File: src/rtl/mem_sweep_arbiter_pkg.sv
// Shared types and default constants for the memory sweep / arbitration block.
package mem_sweep_pkg;

  // Top-level operating mode: initialise every word, or share the port among clients.
  typedef enum logic {
    SWEEP = 1'b0,
    SERVE = 1'b1
  } state_t;

  localparam int             DEF_DEPTH    = 4096;
  localparam int             DEF_DW       = 8;
  localparam logic [7:0]     DEF_INIT_VAL = 8'hFF;
  // Bit of each stored word that marks it as defined (1 = defined).
  localparam int             DEFINED_BIT  = 0;

endpackage

File: src/rtl/mem_sweep_arbiter_if.sv
// Client and memory-port bundle of mem_sweep_arbiter. The arbiter is the slave;
// the clients plus the external memory array sit on the master side.
interface mem_sweep_arbiter_if
  import mem_sweep_pkg::*;
#(
  parameter int NREQ = 2,
  parameter int AW   = $clog2(DEF_DEPTH),
  parameter int DW   = DEF_DW
);
  logic [NREQ-1:0]    IN_req_valid;
  logic [NREQ-1:0]    IN_req_we;
  logic [NREQ*AW-1:0] IN_req_addr;
  logic [NREQ*DW-1:0] IN_req_wdata;
  logic [NREQ-1:0]    OUT_req_ready;
  logic [NREQ-1:0]    OUT_rsp_valid;
  logic [DW-1:0]      OUT_rsp_rdata;
  logic               OUT_mem_en;
  logic               OUT_mem_we;
  logic [AW-1:0]      OUT_mem_addr;
  logic [DW-1:0]      OUT_mem_wdata;
  logic [DW-1:0]      IN_mem_rdata;

  modport slave (
    input  IN_req_valid, IN_req_we, IN_req_addr, IN_req_wdata, IN_mem_rdata,
    output OUT_req_ready, OUT_rsp_valid, OUT_rsp_rdata,
           OUT_mem_en, OUT_mem_we, OUT_mem_addr, OUT_mem_wdata
  );

  modport master (
    output IN_req_valid, IN_req_we, IN_req_addr, IN_req_wdata, IN_mem_rdata,
    input  OUT_req_ready, OUT_rsp_valid, OUT_rsp_rdata,
           OUT_mem_en, OUT_mem_we, OUT_mem_addr, OUT_mem_wdata
  );
endinterface

File: src/rtl/mem_sweep_arbiter_rr_arbiter.sv
// Combinational round-robin picker: first valid requester at or after ptr, cyclically.
module rr_arbiter #(
  parameter int N  = 2,
  parameter int IW = (N > 1) ? $clog2(N) : 1
) (
  input  logic [N-1:0]  valid,
  input  logic [IW-1:0] ptr,
  output logic [N-1:0]  grant,
  output logic [IW-1:0] idx,
  output logic          any
);

  // Scan N positions starting at ptr; the first valid one wins.
  always_comb begin
    // NOTE: every output gets a default before any conditional assignment,
    // so no path leaves a value unassigned and no latch is inferred.
    grant = '0;
    idx   = '0;
    any   = 1'b0;
    for (int k = 0; k < N; k++) begin
      int c;
      c = int'(ptr) + k;
      if (c >= N) c = c - N;
      if (!any && valid[c]) begin
        any      = 1'b1;
        grant[c] = 1'b1;
        idx      = IW'(c);
      end
    end
  end

endmodule

File: src/rtl/mem_sweep_arbiter.sv
// Initialises an external single-port memory by sweeping INIT_VAL into every word,
// then shares the port among NREQ clients with a round-robin grant.
module mem_sweep_arbiter
  import mem_sweep_pkg::*;
#(
  parameter int             DEPTH    = DEF_DEPTH,
  parameter int             AW       = $clog2(DEPTH),
  parameter int             DW       = DEF_DW,
  parameter logic [DW-1:0]  INIT_VAL = DEF_INIT_VAL,
  parameter int             NREQ     = 2
) (
  input  logic              clk,
  input  logic              rst_n,
  input  logic              IN_init,
  output logic              OUT_busy,
  mem_sweep_arbiter_if.slave bus
);

  localparam int IW = $clog2(NREQ);

  state_t        state, state_nxt;
  logic [AW-1:0] sweep_addr, sweep_nxt;
  logic [IW-1:0] rr_ptr;
  logic          rsp_pend;
  logic [IW-1:0] rsp_idx;

  logic [NREQ-1:0] serve_valid;
  logic [NREQ-1:0] grant;
  logic [IW-1:0]   gidx;
  logic            gany;

  // Clients are only considered while serving; the sweep owns the port otherwise.
  assign serve_valid = (state == SERVE) ? bus.IN_req_valid : '0;

  rr_arbiter #(.N(NREQ), .IW(IW)) u_rr_arbiter (
    .valid (serve_valid),
    .ptr   (rr_ptr),
    .grant (grant),
    .idx   (gidx),
    .any   (gany)
  );

  assign bus.OUT_req_ready = grant;
  assign bus.OUT_rsp_rdata = bus.IN_mem_rdata;
  assign OUT_busy          = (state == SWEEP);

  // Next mode and sweep address: init restarts the sweep, last word hands over to SERVE.
  always_comb begin
    state_nxt = state;
    sweep_nxt = sweep_addr;
    unique case (state)
      SWEEP: begin
        if (IN_init) begin
          sweep_nxt = '0;
        end else if (sweep_addr == AW'(DEPTH - 1)) begin
          sweep_nxt = '0;
          state_nxt = SERVE;
        end else begin
          sweep_nxt = sweep_addr + AW'(1);
        end
      end
      SERVE: begin
        if (IN_init) begin
          sweep_nxt = '0;
          state_nxt = SWEEP;
        end
      end
      default: begin
        sweep_nxt = '0;
        state_nxt = SWEEP;
      end
    endcase
  end

  // Memory port mux: sweep write, granted client, or an all-zero idle port.
  always_comb begin
    bus.OUT_mem_en    = 1'b0;
    bus.OUT_mem_we    = 1'b0;
    bus.OUT_mem_addr  = '0;
    bus.OUT_mem_wdata = '0;
    if (state == SWEEP) begin
      bus.OUT_mem_en    = 1'b1;
      bus.OUT_mem_we    = 1'b1;
      bus.OUT_mem_addr  = sweep_addr;
      bus.OUT_mem_wdata = INIT_VAL;
    end else if (gany) begin
      bus.OUT_mem_en    = 1'b1;
      bus.OUT_mem_we    = bus.IN_req_we[gidx];
      bus.OUT_mem_addr  = bus.IN_req_addr[int'(gidx)*AW +: AW];
      bus.OUT_mem_wdata = bus.IN_req_wdata[int'(gidx)*DW +: DW];
    end
  end

  // Response strobe decoded from the read tag captured at grant time.
  always_comb begin
    bus.OUT_rsp_valid = '0;
    if (rsp_pend) bus.OUT_rsp_valid[rsp_idx] = 1'b1;
  end

  // Mode, sweep counter, round-robin pointer and one-deep read tag.
  always_ff @(posedge clk or negedge rst_n) begin
    if (!rst_n) begin
      state      <= SWEEP;
      sweep_addr <= '0;
      rr_ptr     <= '0;
      rsp_pend   <= 1'b0;
      rsp_idx    <= '0;
    end else begin
      // NOTE: state registers use non-blocking assignments so every flop
      // samples pre-edge values regardless of statement order.
      state      <= state_nxt;
      sweep_addr <= sweep_nxt;
      if (gany) rr_ptr <= (int'(gidx) == NREQ - 1) ? '0 : gidx + IW'(1);
      rsp_pend   <= gany & ~bus.IN_req_we[gidx];
      rsp_idx    <= gidx;
    end
  end

endmodule

File: src/flat_wrapper.sv
// flat-port wrapper written by rule: the top's interface ports become plain ports
module mem_sweep_arbiter_flat import mem_sweep_pkg::*;
#(
  parameter int             DEPTH    = DEF_DEPTH,
  parameter int             AW       = $clog2(DEPTH),
  parameter int             DW       = DEF_DW,
  parameter logic [DW-1:0]  INIT_VAL = DEF_INIT_VAL,
  parameter int             NREQ     = 2
)
  (clk, rst_n, IN_init, OUT_busy, bus_IN_req_valid, bus_IN_req_we, bus_IN_req_addr, bus_IN_req_wdata, bus_IN_mem_rdata, bus_OUT_req_ready, bus_OUT_rsp_valid, bus_OUT_rsp_rdata, bus_OUT_mem_en, bus_OUT_mem_we, bus_OUT_mem_addr, bus_OUT_mem_wdata);
  mem_sweep_arbiter_if #(.NREQ(NREQ), .AW(AW), .DW(DW)) bus_i ();
  input  logic clk;
  input  logic rst_n;
  input  logic IN_init;
  output logic OUT_busy;
  input wire logic [$bits(bus_i.IN_req_valid)-1:0] bus_IN_req_valid;
  input wire logic [$bits(bus_i.IN_req_we)-1:0] bus_IN_req_we;
  input wire logic [$bits(bus_i.IN_req_addr)-1:0] bus_IN_req_addr;
  input wire logic [$bits(bus_i.IN_req_wdata)-1:0] bus_IN_req_wdata;
  input wire logic [$bits(bus_i.IN_mem_rdata)-1:0] bus_IN_mem_rdata;
  output wire logic [$bits(bus_i.OUT_req_ready)-1:0] bus_OUT_req_ready;
  output wire logic [$bits(bus_i.OUT_rsp_valid)-1:0] bus_OUT_rsp_valid;
  output wire logic [$bits(bus_i.OUT_rsp_rdata)-1:0] bus_OUT_rsp_rdata;
  output wire logic [$bits(bus_i.OUT_mem_en)-1:0] bus_OUT_mem_en;
  output wire logic [$bits(bus_i.OUT_mem_we)-1:0] bus_OUT_mem_we;
  output wire logic [$bits(bus_i.OUT_mem_addr)-1:0] bus_OUT_mem_addr;
  output wire logic [$bits(bus_i.OUT_mem_wdata)-1:0] bus_OUT_mem_wdata;
  assign bus_i.IN_req_valid = bus_IN_req_valid;
  assign bus_i.IN_req_we = bus_IN_req_we;
  assign bus_i.IN_req_addr = bus_IN_req_addr;
  assign bus_i.IN_req_wdata = bus_IN_req_wdata;
  assign bus_i.IN_mem_rdata = bus_IN_mem_rdata;
  assign bus_OUT_req_ready = bus_i.OUT_req_ready;
  assign bus_OUT_rsp_valid = bus_i.OUT_rsp_valid;
  assign bus_OUT_rsp_rdata = bus_i.OUT_rsp_rdata;
  assign bus_OUT_mem_en = bus_i.OUT_mem_en;
  assign bus_OUT_mem_we = bus_i.OUT_mem_we;
  assign bus_OUT_mem_addr = bus_i.OUT_mem_addr;
  assign bus_OUT_mem_wdata = bus_i.OUT_mem_wdata;
  mem_sweep_arbiter #(.DEPTH(DEPTH), .AW(AW), .DW(DW), .INIT_VAL(INIT_VAL), .NREQ(NREQ)) u_core (.clk(clk), .rst_n(rst_n), .IN_init(IN_init), .OUT_busy(OUT_busy), .bus(bus_i));
endmodule
File: config.mk
export PLATFORM = sky130hd
export DESIGN_NAME = mem_sweep_arbiter_flat
export DESIGN_NICKNAME = d
export VERILOG_FILES = /design/src/rtl/mem_sweep_arbiter_pkg.sv /design/src/rtl/mem_sweep_arbiter_if.sv /design/src/rtl/mem_sweep_arbiter_rr_arbiter.sv /design/src/rtl/mem_sweep_arbiter.sv /design/src/flat_wrapper.sv
export SDC_FILE = /design/constraint.sdc
export NUM_CORES = 1
export LEC_CHECK = 0
export CAP_MARGIN = 20
export CORE_MARGIN = 1.5
export CORE_UTILIZATION = 31
export CTS_CLUSTER_DIAMETER = 80
export DETAILED_ROUTE_END_ITERATION = 8
export GPL_ROUTABILITY_DRIVEN = 0
export PLACE_DENSITY = 0.76
export SYNTH_ARGS = -nofsm -noshare
export SYNTH_HDL_FRONTEND = slang
export SYNTH_SLANG_ARGS = --single-unit
File: constraint.sdc
create_clock -name clk -period 1.65 [get_ports clk]
set_input_delay 0.33 -clock clk [delete_from_list [all_inputs] [get_ports clk]]
set_output_delay 0.33 -clock clk [all_outputs]
set_load 0.01 [all_outputs]
==> results.py <==
metrics = {
    "timing": {
        "setup_viol": 28,
        "maxSlewViolCount": 0,
        "post-route-period-util": 1.20,
        "hold_ws_ns": 0.393,
        "skew_ns": 0.000795,
        "hold_violations": 0,
        "rsz0062_at_grt": "yes",
        "worstMarginPinSlew_ns": 0.527,
        "setup_ws_ns": -0.325,
        "final.min_clock_period_ns": 1.98,
        "tns_ns": -5.54,
        "max-slew-margin-rel": 0.648,
        "max_freq_mhz": 506,
    },
    "global_routing": {
        "grt_pass1_vias": 1415,
        "grt_pass1_wl_mm": 6.44,
        "grt_overflow_total": 0,
        "track_usage": 0.190,
        "grt_max_degree": 28,
        "antenna_found_initial": 0,
    },
    "setup_path": {
        "critPathMaxStageDelay_ns": 0.29,
        "r2r-start": "u_core.sweep_addr[0]",
        "endpoint_kind": "primary output",
        "cp_max_fo": 8,
        "crit_path_start_kind": "primary input",
        "path_class": "primary input to primary output",
        "crit_required_ns": 1.32,
        "r2r_slack_ns": -0.08,
        "r2r-end": "u_core.sweep_addr[7]",
        "cp.arrival_ns": 1.65,
        "r2r_cells": 5,
        "critPathSlowestCell": "dlygate4sd2_1",
        "path_cells": "dlygate4sd2_1 -> inv_2 -> o211ai_4 -> buf_6 -> buf_4 -> mux2i_1 -> o22ai_1 -> buf_2",
    },
    "min_path": {
        "hold_path_class": "primary input to async pin",
    },
    "detailed_routing": {
        "drcViolationCount": 0,
        "vias_per_cell": 5.12,
        "wl_mm": 4.58,
        "vias": 1530,
        "wl_per_cell_um": 15.3,
        "first_pass_iters": 5,
        "drt.antenna.violating_nets": 0,
        "drt_iter0_drc": 27,
    },
    "layout": {
        "nets": 308,
        "finish.utilization": 0.636,
        "multi_input_area_sq_um": 793,
        "final_layout_size_suffix_gt1_frac": 0.359,
        "register_area_sq_um": 402,
        "layout_common_cells": "clkdlybuf4s50_1, buf_4, buf_2, mux2i_1, dfrtp_1",
        "diodes": 0,
        "nFillCells": 328,
        "final_common_cell": "clkdlybuf4s50_1",
        "syn_to_final_growth_pct": 90.3,
        "design_area_sq_um": 2400,
    },
    "floorplanning": {
        "dieArea_sq_um": 4460,
        "core_sq_um": 3770,
        "fp.dieW_um": 66.8,
        "die_h_um": 66.8,
        "start_util": 0.334,
        "io_pins": 90,
        "rows": 22,
    },
    "clock_network": {
        "htreeDepth": 1,
        "numClockSinks": 16,
        "hold_buffers": 0,
        "cts_root_buffer": "clkbuf_8",
        "cts_max_path_buffers": 2,
        "insertion_delay_ns": 0.25,
        "cts-buffers-inserted": 3,
        "cts_tree": "yes",
        "clk_pin_slew_ns": 0.07,
    },
    "power_and_ir_drop": {
        "power_density_nw_per_um2": 410,
        "irDropWorstVdd_v": 0.000340,
        "p_leak_nw": 1.17,
    },
    "placed_design": {
        "dp_slack_ns": -0.811,
        "postPlaceCellArea_sq_um": 2110,
        "portBuffers": 73,
        "hpwl_mm": 2.95,
    },
    "outcome": {
        "violations": "negative setup slack",
        "outcome": "finished with violations",
    },
    "flow_run": {
        "cap_violations": 0,
    },
    "synth": {
        "ys_seq_area_frac": 0.318,
        "syn_nets": 205,
        "ys_types": 34,
        "ys_seq_elements": 16,
        "synth_cells": 149,
        "syn_area_per_cell_sq_um": 8.46,
        "syn_area_sq_um": 1260,
        "yosys_warnings": 0,
    },
}
cell usage after synthesis:
library cell   n  area, sq um
nor4_1         2         12.5
dfrtp_1       16          400
nand4_1        2         12.5
o22ai_1        8         50.1
nand3_1        5         25.0
a21o_1         1         7.51
o21ai_0        3         15.0
buf_2          2         10.0
o2bb2ai_1      4         35.0
buf_6          1         11.3
nand3b_1       1         7.51
nor3_1         2         10.0
buf_1          2         7.51
and2_1         1         6.26
nor2b_1        3         18.8
ha_1           1         12.5
a311oi_1       2         17.5
xnor2_1        5         43.8
a31oi_1        2         12.5
o211ai_2       1         12.5
inv_1         11         41.3
nand4_2        1         12.5
o311ai_1       1         8.76
or3_1          3         18.8
nor2_1        11         41.3
clkbuf_1       4         15.0
a21oi_1        4         20.0
a211oi_1       2         15.0
nand2_1        9         33.8
buf_4          8         60.1
mux2i_1       21          210
o21ai_1        8         40.0
inv_2          1         3.75
or4_4          1         11.3
per-layer routing:
layer  track usage  part of all wire  up-vias
li1              -                 -      732
met1         0.218              0.37      693
met2         0.333              0.47       97
met3        0.0524              0.13        8
met4        0.0740             0.019        0
met5             0                 0        -
cell type report:
cell class,instances,area share
Inverter,12,0.0188
Tap cell,48,0.0251
Sequential cell,16,0.168
Clock buffer,4,0.0230
Multi-Input combinational cell,104,0.331
Timing Repair Buffer,115,0.435
where the power goes:
group          switching (mW)  total (mW)  internal, mW
combinational          0.0692       0.215         0.146
clock                   0.143       0.355         0.212
sequential             0.0114       0.413         0.402
repair_timing:
item	CTS	global route
gates resized for setup	115	22
gates cloned	1	2
setup buffers	19	2
pin swaps	8	20
endpoints found under the setup margin	25	35
worst max-delay path: cells and delay by family:
family / cells / cell delay, ns
mux: 1 / 0.19
buf+inv: 5 / 0.81
compound gates: 2 / 0.32
logic make-up after synthesis:
family,Yosys count,share of synthesized area
AOI/OAI and AO/OA,36,0.186
xor gates and xnor gates,5,0.0348
adders and majority gates,1,0.00993
buffers and inverters,29,0.118
DFF,16,0.318
muxes,21,0.167
and+or+nand+nor,41,0.167
registers in the layout (all words and copies together), names as in the netlist:
signal,flops
u_core.rr_ptr,1
u_core.rsp_pend,1
u_core.state,1
u_core.sweep_addr,12
u_core.rsp_idx,1
worst max-delay path by stage:
stage / start / end / cells past startpoint
finish: bus_IN_req_valid[0] / bus_OUT_mem_addr[7] / 8
global route: bus_IN_req_valid[0] / bus_OUT_mem_addr[7] / 8
CTS: u_core.rr_ptr / bus_OUT_mem_addr[7] / 6
detailed placement: bus_IN_req_valid[0] / bus_OUT_mem_addr[7] / 7
global placement: bus_IN_req_valid[0] / bus_OUT_mem_addr[3] / 7
floorplan: u_core.rr_ptr / bus_OUT_mem_addr[10] / 4
per-stage QoR:
step,instances,total power [mW]
2_1_floorplan,149,0.484
3_3_place_gp,273,0.616
3_5_place_dp,273,0.619
4_1_cts,297,0.976
5_1_grt,299,1.03
6_report,299,0.983
Note: power is estimated with default switching activity, not from simulation.
==> variant: new RTL, same flow settings <==
`DEF_DW`: 8 -> 10.
--- a/src/rtl/mem_sweep_arbiter_pkg.sv
+++ b/src/rtl/mem_sweep_arbiter_pkg.sv
@@ -10,3 +10,3 @@
   localparam int             DEF_DEPTH    = 4096;
-  localparam int             DEF_DW       = 8;
+  localparam int             DEF_DW       = 10;
   localparam logic [7:0]     DEF_INIT_VAL = 8'hFF;
Ports: changed (resized bus_IN_mem_rdata, bus_IN_req_wdata, bus_OUT_mem_wdata and bus_OUT_rsp_rdata); port bits go from 90 to 100. No check against the original RTL was run, so the function may have changed too.
==> variant against the unedited design <==
The flow still finishes with violations (negative setup slack). Worst setup slack better by 0.022 ns. Utilization is 4.2 points lower. Design area is 0.16% lower. Sequential cell count stayed put. Synthesized cell count is 3.4% higher. Synthesized area is 3.6% higher. Power is 0.50% higher. Wire length is 3.9% lower.
==> variant: results (changes against the unedited design) <==
- Ranking of synthesized cells by area: dfrtp_1 31%, mux2i_1 18%, buf_4 6.3%, o22ai_1 3.8%, o21ai_0 3.5%
- Commonest non-fill, non-tap cell in the layout: clkdlybuf4s50_1
- PortBufs: 79 (+8.2%)
- Vias in the first global route: 1526 (+7.8%)
- Outcome: complete, but fails checks
- Worst R2R Start: u_core.sweep_addr[0]
- Dpl ws: -0.776 ns (+0.0343 ns)
- Sequential element share of the synthesized area: 30.7% (-1.1 points)
- Adder-Cell Fraction of Synth Area: 0.959% (-0.034 points)
- Layout Nets: 313 (+1.6%)
- Largest net degree at the start of global routing: 26 (-7.1%)
- First-pass GRT wire length: 7020 um (+9.0%)
- Top post-synthesis cells by count: 23 x mux2i_1, 16 x dfrtp_1, 11 x buf_4, 11 x inv_1
- Global Route Usage Sum: 20.3% (+1.3 points)
- Vias per inst: 5.12 (about the same)
- Final worst slack: -0.303 ns (+0.0223 ns)
- Failing checks: negative setup slack
- DRT iter0 DRCs: 33 (+22%)
- Leak pwr: 1.17 nW (+0.26%)
- Distinct cells, synth: 37 (+8.8%)
- Detailed Place HPWL: 2990 um (+1.6%)
- Crit path DAT: 1.62 ns (-0.03 ns)
- First-pass detailed-route iteration total: 4 (-1)
- Crit path from: u_core.rr_ptr
- Layout Skew: 0.000584 ns (-0.000211 ns)
- Worst-path fanout max: 8 (unchanged)
- Endpoints failing setup: 25 (-11%)
- Placement-stage cell area: 0.00226 mm^2 (+7.3%)
- Syn_nets: 216 (+5.4%)
- Proportion of synthesized area in mux cells: 17.6% (+0.96 points)
- Overall routed net length: 4400 um (-3.9%)
- Clk_lat worst skew: 0.25 ns (about the same)
- Layout cells sized above 1: 32.8% (-3.1 points)
- XOR/XNOR share of the synthesized area: 3.36% (-0.12 points)
- Worst Max-Slew Pin Slew: 0.458 ns (-0.0688 ns)
- Worst VDD drop: 0.192 mV (-44%)
[variant: logic make-up (layout without fill, tap and decap cells)]
kind of cell / count (synthesis) / after routing
AND/OR/NAND/NOR: 41 / 41
AO/OA/AOI/OAI: 36 / 36
buffers and inverters: 32 / 128
multiplexers: 23 / 23
flip-flops: 16 / 16
XOR/XNOR: 5 / 5
adder cells (fa/ha/maj): 1 / 1
[variant: routing by layer]
layer	global-route usage, %	share of wire [%]	vias to the layer above	routed length, um
li1	-	-	735	-
met1	23.9	40	717	1770
met2	37.7	47	77	2070
met3	4.28	12	6	525
met4	4.25	0.84	0	37
met5	0	0	-	0
[variant: critical path, cell delays in order (launching register included)]
cell	delay, ns
dfrtp_1	0.41
o211ai_4	0.23
buf_6	0.14
buf_8	0.15
mux2i_4	0.24
o21ai_1	0.07
buf_2	0.13
[variant: cell type report]
| cell class | instances | area, um^2 |
|---|---|---|
| Inverter | 12 | 45.0 |
| Tap cell | 50 | 62.6 |
| Fill cell | 358 | 1640 |
| Clock buffer | 4 | 55.1 |
| Sequential cell | 16 | 403 |
| Multi-Input combinational cell | 106 | 822 |
| Timing Repair Buffer | 112 | 1010 |
[variant: repair_timing]
item | 4_1_cts | 5_1_grt
pin swaps | 2 | 8
buffers inserted | 7 | 1
setup endpoints to repair | 29 | 33
gates resized for setup | 130 | 17
endpoints found under the hold margin | 0 | 0
gates cloned | 3 | 0
[variant: worst paths after layout]
kind                                         endpoint  slack, ns  cells after the start
worst max-delay path             bus_OUT_mem_wdata[7]      -0.30                      6
worst min-delay path                     u_core.state       0.39                      2
worst max register to register   u_core.sweep_addr[9]      -0.01                      5
worst min register to register  u_core.sweep_addr[10]       0.60                      2
max in group asynchronous        u_core.sweep_addr[2]       1.06                      2
min in group clk                u_core.sweep_addr[10]       0.60                      2
[variant: through the flow]
step	hold slack, ns	cells	total power [mW]	TNS, ns	util, %
CTS	0.399	302	0.980	-5.80	59.7
global route	0.406	300	1.03	-7.60	59.4
detailed placement	0.586	288	0.639	-18.71	56.2
finish	0.393	300	0.988	-5.91	59.4
global placement	0.560	288	0.635	-18.41	56.2
floorplan	0.0344	154	0.493	0	-
[variant: power breakdown]
| part | total, mW | internal [mW] | switching, mW |
|---|---|---|---|
| Sequential | 0.412 | 0.402 | 0.00997 |
| Clock | 0.351 | 0.212 | 0.139 |
| Combinational | 0.225 | 0.155 | 0.0705 |
